--- src/rtl/multi_op_pkg.sv ---
// Shared types and default sizes for the multi_op_stream datapath.
package multi_op_pkg;

  typedef enum logic [2:0] {
    OP_INC  = 3'd0,
    OP_DEC  = 3'd1,
    OP_NOT  = 3'd2,
    OP_SHL  = 3'd3,
    OP_SHR  = 3'd4,
    OP_ROL  = 3'd5,
    OP_ROR  = 3'd6,
    OP_PASS = 3'd7
  } op_e;

  localparam int DEF_WIDTH = 8;
  localparam int DEF_CNT_W = 16;

endpackage

--- src/rtl/multi_op_alu.sv ---
// Combinational unary op unit: (data, op) -> (result, carry); zero latency, no flow control.
// Optional macro SATURATE_EN clamps inc of all-ones and dec of zero instead of wrapping.
module multi_op_alu
  import multi_op_pkg::*;
#(
  parameter int WIDTH = DEF_WIDTH
) (
  input  logic [WIDTH-1:0] data,
  input  logic [2:0]       op,
  output logic [WIDTH-1:0] result,
  output logic             carry
);

  logic [WIDTH:0] sum;
  logic [WIDTH:0] diff;

  // The extra top bit of each extended sum is the carry-out / borrow.
  assign sum  = {1'b0, data} + {{WIDTH{1'b0}}, 1'b1};
  assign diff = {1'b0, data} - {{WIDTH{1'b0}}, 1'b1};

  always_comb begin
    result = data;
    carry  = 1'b0;
    case (op_e'(op))
      OP_INC: begin
        result = sum[WIDTH-1:0];
        carry  = sum[WIDTH];
`ifdef SATURATE_EN
        if (sum[WIDTH]) result = {WIDTH{1'b1}};
`endif
      end
      OP_DEC: begin
        result = diff[WIDTH-1:0];
        carry  = diff[WIDTH];
`ifdef SATURATE_EN
        if (diff[WIDTH]) result = {WIDTH{1'b0}};
`endif
      end
      OP_NOT: result = ~data;
      OP_SHL: begin
        result = {data[WIDTH-2:0], 1'b0};
        carry  = data[WIDTH-1];
      end
      OP_SHR: begin
        result = {1'b0, data[WIDTH-1:1]};
        carry  = data[0];
      end
      OP_ROL:  result = {data[WIDTH-2:0], data[WIDTH-1]};
      OP_ROR:  result = {data[0], data[WIDTH-1:1]};
      OP_PASS: result = data;
      default: result = data;
    endcase
  end

endmodule

--- src/rtl/multi_op_stream.sv ---
// Two-stage valid/ready pipeline applying a unary op per operand; latency 2, one result per cycle.
// S2 holds while out_ready is low; in_ready follows out_ready combinationally. SATURATE_EN lives in multi_op_alu.
module multi_op_stream
  import multi_op_pkg::*;
#(
  parameter int WIDTH = DEF_WIDTH,
  parameter int CNT_W = DEF_CNT_W
) (
  input  logic             clk,
  input  logic             rst_n,
  input  logic             in_valid,
  output logic             in_ready,
  input  logic [WIDTH-1:0] in_data,
  input  logic [2:0]       in_op,
  output logic             out_valid,
  input  logic             out_ready,
  output logic [WIDTH-1:0] out_data,
  output logic             out_carry,
  output logic             out_zero,
  output logic [CNT_W-1:0] op_count
);

  logic             s1_valid;
  logic [WIDTH-1:0] s1_data;
  logic [2:0]       s1_op;
  logic             s1_load;
  logic             s2_load;
  logic [WIDTH-1:0] alu_result;
  logic             alu_carry;

  assign s2_load  = s1_valid && (!out_valid || out_ready);
  assign in_ready = !s1_valid || s2_load;
  assign s1_load  = in_valid && in_ready;

  multi_op_alu #(.WIDTH(WIDTH)) u_alu (
    .data   (s1_data),
    .op     (s1_op),
    .result (alu_result),
    .carry  (alu_carry)
  );

  always_ff @(posedge clk or negedge rst_n) begin
    if (!rst_n) begin
      s1_valid <= 1'b0;
      s1_data  <= '0;
      s1_op    <= '0;
    end else if (s1_load) begin
      s1_valid <= 1'b1;
      s1_data  <= in_data;
      s1_op    <= in_op;
    end else if (s2_load) begin
      s1_valid <= 1'b0;
    end
  end

  // Result and flags only move on s2_load, so they stay frozen through a stall.
  always_ff @(posedge clk or negedge rst_n) begin
    if (!rst_n) begin
      out_valid <= 1'b0;
      out_data  <= '0;
      out_carry <= 1'b0;
      out_zero  <= 1'b0;
    end else if (s2_load) begin
      out_valid <= 1'b1;
      out_data  <= alu_result;
      out_carry <= alu_carry;
      out_zero  <= (alu_result == '0);
    end else if (out_ready) begin
      out_valid <= 1'b0;
    end
  end

  always_ff @(posedge clk or negedge rst_n) begin
    if (!rst_n) begin
      op_count <= '0;
    end else if (s1_load) begin
      op_count <= op_count + {{(CNT_W-1){1'b0}}, 1'b1};
    end
  end

endmodule
--- config.mk ---
export PLATFORM = sky130hd
export DESIGN_NAME = multi_op_stream
export DESIGN_NICKNAME = d
export VERILOG_FILES = /design/src/rtl/multi_op_pkg.sv /design/src/rtl/multi_op_alu.sv /design/src/rtl/multi_op_stream.sv
export SDC_FILE = /design/constraint.sdc
export NUM_CORES = 1
export LEC_CHECK = 0
export CORE_UTILIZATION = 48
export DETAILED_ROUTE_END_ITERATION = 7
export GPL_ROUTABILITY_DRIVEN = 0
export PLACE_DENSITY = 0.72
export SLEW_MARGIN = 0
export SYNTH_ARGS = -nofsm -noshare
export SYNTH_HDL_FRONTEND = slang
export SYNTH_HIERARCHICAL = 1
export SYNTH_SLANG_ARGS = --single-unit
--- constraint.sdc ---
create_clock -name clk -period 2.15 [get_ports clk]
set_input_delay 0.3225 -clock clk [delete_from_list [all_inputs] [get_ports clk]]
set_output_delay 0.3225 -clock clk [all_outputs]
set_load 0.005 [all_outputs]
Word level (Yosys, flattened, before mapping)
Index checks and enable logic that the tools add are counted.
Widths: inputs -> output; s select.
{"block": "op_classes", "bitwise_logic": 1, "add_sub_neg": 3, "muxes": 6, "n_eq_ne": 7, "reduce_logical": 10}
{"op": "$pmux 8 s8", "count": 1}
{"op": "$add 16x1->16 const B", "count": 1}
{"op": "$eq 3x3->1 const B", "count": 4}
{"op": "$add 8x1->9 const B", "count": 1}
{"op": "$sub 8x1->9 const B", "count": 1}
{"op": "$logic_not 8->1", "count": 1}
{"op": "$not 8->8", "count": 1}
{"op": "$eq 3x2->1 const B", "count": 2}
{"op": "$mux 1", "count": 4}
{"op": "$pmux 1 s4", "count": 1}
{"op": "$reduce_bool 2->1", "count": 2}
{"op": "$eq 3x1->1 const B", "count": 1}
{"op": "$logic_not 3->1", "count": 1}
{"op": "$logic_and 1x1->1", "count": 2}
{"op": "$logic_not 1->1", "count": 2}
{"op": "$logic_or 1x1->1", "count": 2}
{"block": "word_totals", "out_inout_bits": 28, "register_bits": 39, "word_cells": 35, "input_bits": 15}

Depth between registers and ports, before layout
{"block": "depth", "depth_word": 6, "mapped_depth": 10, "depth_no_buf": 9}

Modules after synthesis
The synthesis kept the hierarchy.
{"mod": "multi_op_stream", "cells_per_inst": 115, "area_per_inst_um2": 1621.6, "instances": 1}
{"mod": "multi_op_alu", "cells_per_inst": 126, "area_per_inst_um2": 858.3, "instances": 1}

Worst setup path after synthesis
OpenSTA, ideal clock, no wires.
{"block": "synth_path", "path_kind": "reg2reg", "startpoint": "reg s1_data[0]", "endpoint": "reg out_zero", "stages_incl_launch_ff": 10, "required_ns": 2.067, "slack_ns": 0.129, "arrival_ns": 1.938, "path_buffers": 0, "period_less_slack_ns": 2.021, "cell_sequence": "dfrtp_1 > inv_1 > ha_1 > nor3b_4 > nor3b_4 > a221o_1 > a21o_1 > nor4_1 > nand2_1 > o21ai_0"}
{"block": "synth_via", "elab_chain_cells": 3, "word_cells_on_any_way": 5, "classes_between": "2 x add/sub; 1 x mux; 1 x bitwise; 1 x reduce/logical"}
{"element": "start, declared", "line_no": "multi_op_stream.sv:24", "rtl": "logic [WIDTH-1:0] s1_data;"}
{"element": "start signal, assigned", "line_no": "multi_op_stream.sv:49", "rtl": "s1_data <= in_data;"}
{"element": "$sub 8x1->9 / $add 8x1->9 (equally long branches)", "line_no": "multi_op_alu.sv:19, multi_op_alu.sv:18"}
{"element": "$pmux 8 s8 *", "line_no": "multi_op_alu.sv:24", "rtl": "case (op_e'(op))"}
{"element": "via alu_result[6]", "line_no": "multi_op_stream.sv:28", "rtl": "logic [WIDTH-1:0] alu_result;"}
{"element": "$logic_not 8->1 *", "line_no": "multi_op_stream.sv:67", "rtl": "out_zero <= (alu_result == '0);"}
{"element": "end signal, assigned", "line_no": "multi_op_stream.sv:67"}
{"element": "end, declared", "line_no": "multi_op_stream.sv:19", "rtl": "output logic out_zero,"}
The timed path passes the listed nets; every way through them passes the cells marked *.
A chain may end at the register's enable or synchronous reset.

Worst setup path in the final report
Same ends and word-level chain as after synthesis.

==> flow_metrics.tcl <==
set metrics [dict create \
    cp.required_ps 2370 \
    max_cap_violations 0 \
    min_period_ps 1990 \
    synth_top_cell_area_share 0.394 \
    slew_violations 0 \
    worst_pin_slew_ps 537 \
    core_mm2 0.00485 \
    drt-total-wl_mm 5.52 \
    synth_ff_type "dfrtp_1" \
    ys_async_sr_fraction 1.00 \
    dieArea_mm2 0.00546 \
    worstPathMaxFanout 3 \
    grt_first_pass_wirelength_mm 9.32 \
    num_rows 25 \
    initial_core_util 0.511 \
    finalSetupViolations 0 \
    ios 43 \
    first_pass_iters 4 \
    grt_max_degree 36 \
    grt_pass1_vias 1903 \
    drt-wirelength-per-cell_um 15.6 \
    status "complete, no violations" \
    synthTopCellsByCount "dfrtp_1, nand2_1, mux2_2" \
    fmax_ghz 0.503 \
    portBuffers 42 \
    synth-seq-area-share 0.394 \
    syn_to_final_growth_pct 24.0 \
    num_vias 1981 \
    root_buffer "clkbuf_8" \
    cts.sinks 39 \
    drive_gt1_frac 0.199 \
    r2r_start "s1_data[0]$_DFFE_PN0P_" \
    die_w_um 73.9 \
    drc 0 \
    relSlewSlack 0.642 \
    path_clk_slew_ps 80 \
    yosysWarnings 6 \
    antenna_found_initial 0 \
    crit_type "flop to flop" \
    p_per_area_mw_per_mm2 898 \
    reg2reg_slack_ps 160 \
    hpwl_mm 3.98 \
    synth_area_leaders "dfrtp_1, mux2_2, xnor2_1, mux2_4, buf_6" \
    fin_nets 304 \
    clock_path_buffers 2 \
    synth-edff-count 0 \
    rr_worst_depth 9 \
    fin_crit_sh 0.925 \
    drtIter0Drc 144 \
    arrival_ps 2200 \
    regToRegEndpoint "out_zero$_DFFE_PN0P_" \
    max-vdd-ir-drop_uv 639 \
    grt-ovfl-total 0 \
    antenna_cells 0 \
    postSynthCellCount 241 \
    ys_types 58 \
    ys_seq_elements 39 \
    rsz0062_at_grt "false" \
    cts_max_level 2 \
    grt_usage 0.226 \
    finalHoldViolCount 0 \
    leakagePower_uw 0.00125 \
    cts_made_buffers 5 \
    start_kind "flop" \
    synth_area_mm2 0.00248 \
    min_path_type "input port to async pin" \
    syn_area_per_cell_um2 10.3 \
    cts_tree "yes" \
    avgViaCountPerCell 5.60 \
    die_h_um 73.9 \
    synth_most_common_cell "dfrtp_1" \
    setup.worst_path.end_class "flop" \
    synth_top_area_cell "dfrtp_1" \
    setup_slack_ps 161 \
    place_ws_ps 183 \
    worst_skew_pair.late_latency_ps 290 \
    antenna_left 0 \
    syn_nets 259 \
    cts_hold_buffers 0 \
    skew_ps 8.37 \
    tns_ps 0 \
]
[layer usage]
| layer | vias up | part of all wire | track usage |
|---|---|---|---|
| met5 | - | 0 | 0 |
| li1 | 973 | - | - |
| met3 | 7 | 0.047 | 0.0494 |
| met4 | 0 | 0.014 | 0.0598 |
| met2 | 59 | 0.48 | 0.364 |
| met1 | 942 | 0.46 | 0.307 |
[per-stage QoR]
stage | hold WS [ps] | instance area, µm² | util | cells | total power [µW]
6_report | 1.45 | 3080 | 0.634 | 354 | 2760
5_1_grt | 43.5 | 3080 | 0.634 | 354 | 2930
4_1_cts | 23.0 | 3070 | 0.634 | 354 | 2780
3_5_place_dp | 342 | 2950 | 0.609 | 346 | 2120
3_3_place_gp | 333 | 2950 | 0.609 | 346 | 2100
2_1_floorplan | 26.9 | 2480 | - | 241 | 1670
[worst max-delay path, stage by stage, from the launching register on]
cell     delay (ps)
dfrtp_1         360
inv_1            60
ha_1            220
nor3b_4         160
nor3b_4         170
a221o_1         360
a21o_1          190
nor4_1          180
nand2_1          70
o21ai_0         140
[worst max path at each step]
| stage | from | cells after the start | slack (ps) | end |
|---|---|---|---|---|
| 2_1_floorplan | s1_data[0]$_DFFE_PN0P_ | 9 | 130 | out_zero$_DFFE_PN0P_ |
| 3_3_place_gp | s1_data[0]$_DFFE_PN0P_ | 9 | 230 | out_zero$_DFFE_PN0P_ |
| 3_5_place_dp | s1_data[0]$_DFFE_PN0P_ | 9 | 180 | out_zero$_DFFE_PN0P_ |
| 4_1_cts | s1_data[0]$_DFFE_PN0P_ | 9 | 150 | out_zero$_DFFE_PN0P_ |
| 5_1_grt | s1_data[2]$_DFFE_PN0P_ | 7 | 2 | out_zero$_DFFE_PN0P_ |
| 6_report | s1_data[0]$_DFFE_PN0P_ | 9 | 160 | out_zero$_DFFE_PN0P_ |
[state kept, by name (all words and copies together), names as in the netlist]
signal,cells
op_count,16
s1_op,3
out_carry,1
out_valid,1
s1_valid,1
s1_data,8
out_zero,1
out_data,8
[where the power goes]
group	total [µW]	switching, µW	leakage, µW	internal [µW]
Combinational	1030	429	0.000710	596
Sequential	1080	188	0.000482	894
Clock	654	273	0.0000618	382
Total	2760	890	0.00125	1870
[timing repair]
item | 4_1_cts | 5_1_grt
setup buffers | 0 | 0
endpoints found under the hold margin | 0 | 0
endpoints found under the setup margin | 0 | 1
resized for setup | 0 | 2
[area by class of cell]
type | count | area (µm²)
clock buffers | 6 | 82.6
clock inverters | 2 | 38.8
fillers | 403 | 1770
inverters | 7 | 31.3
multi-input cells | 177 | 1330
flip-flops and latches | 39 | 978
well taps | 67 | 83.8
repair buffers | 56 | 533
[cell usage in the layout, fill, tap and decap left out, drive strengths merged, types with 9 or more instances in the layout]
master,netlist,layout
clkdlybuf4s50,0,41
dfrtp,39,39
mux2,21,21
nor3,9,9
o21ai,10,10
a21oi,9,9
nor2,9,9
buf,15,15
xnor2,14,14
nand2,19,19
nand3,10,10
[logic make-up after synthesis]
group                      synth area share
xor gates and xnor gates             0.0742
DFF                                   0.394
and+or+nand+nor                       0.208
adders and majority gates            0.0151
muxes                                 0.104
AOI/OAI and AO/OA                     0.133
buffers and inverters                0.0711
No activity file was read; power rests on OpenSTA's default activity.
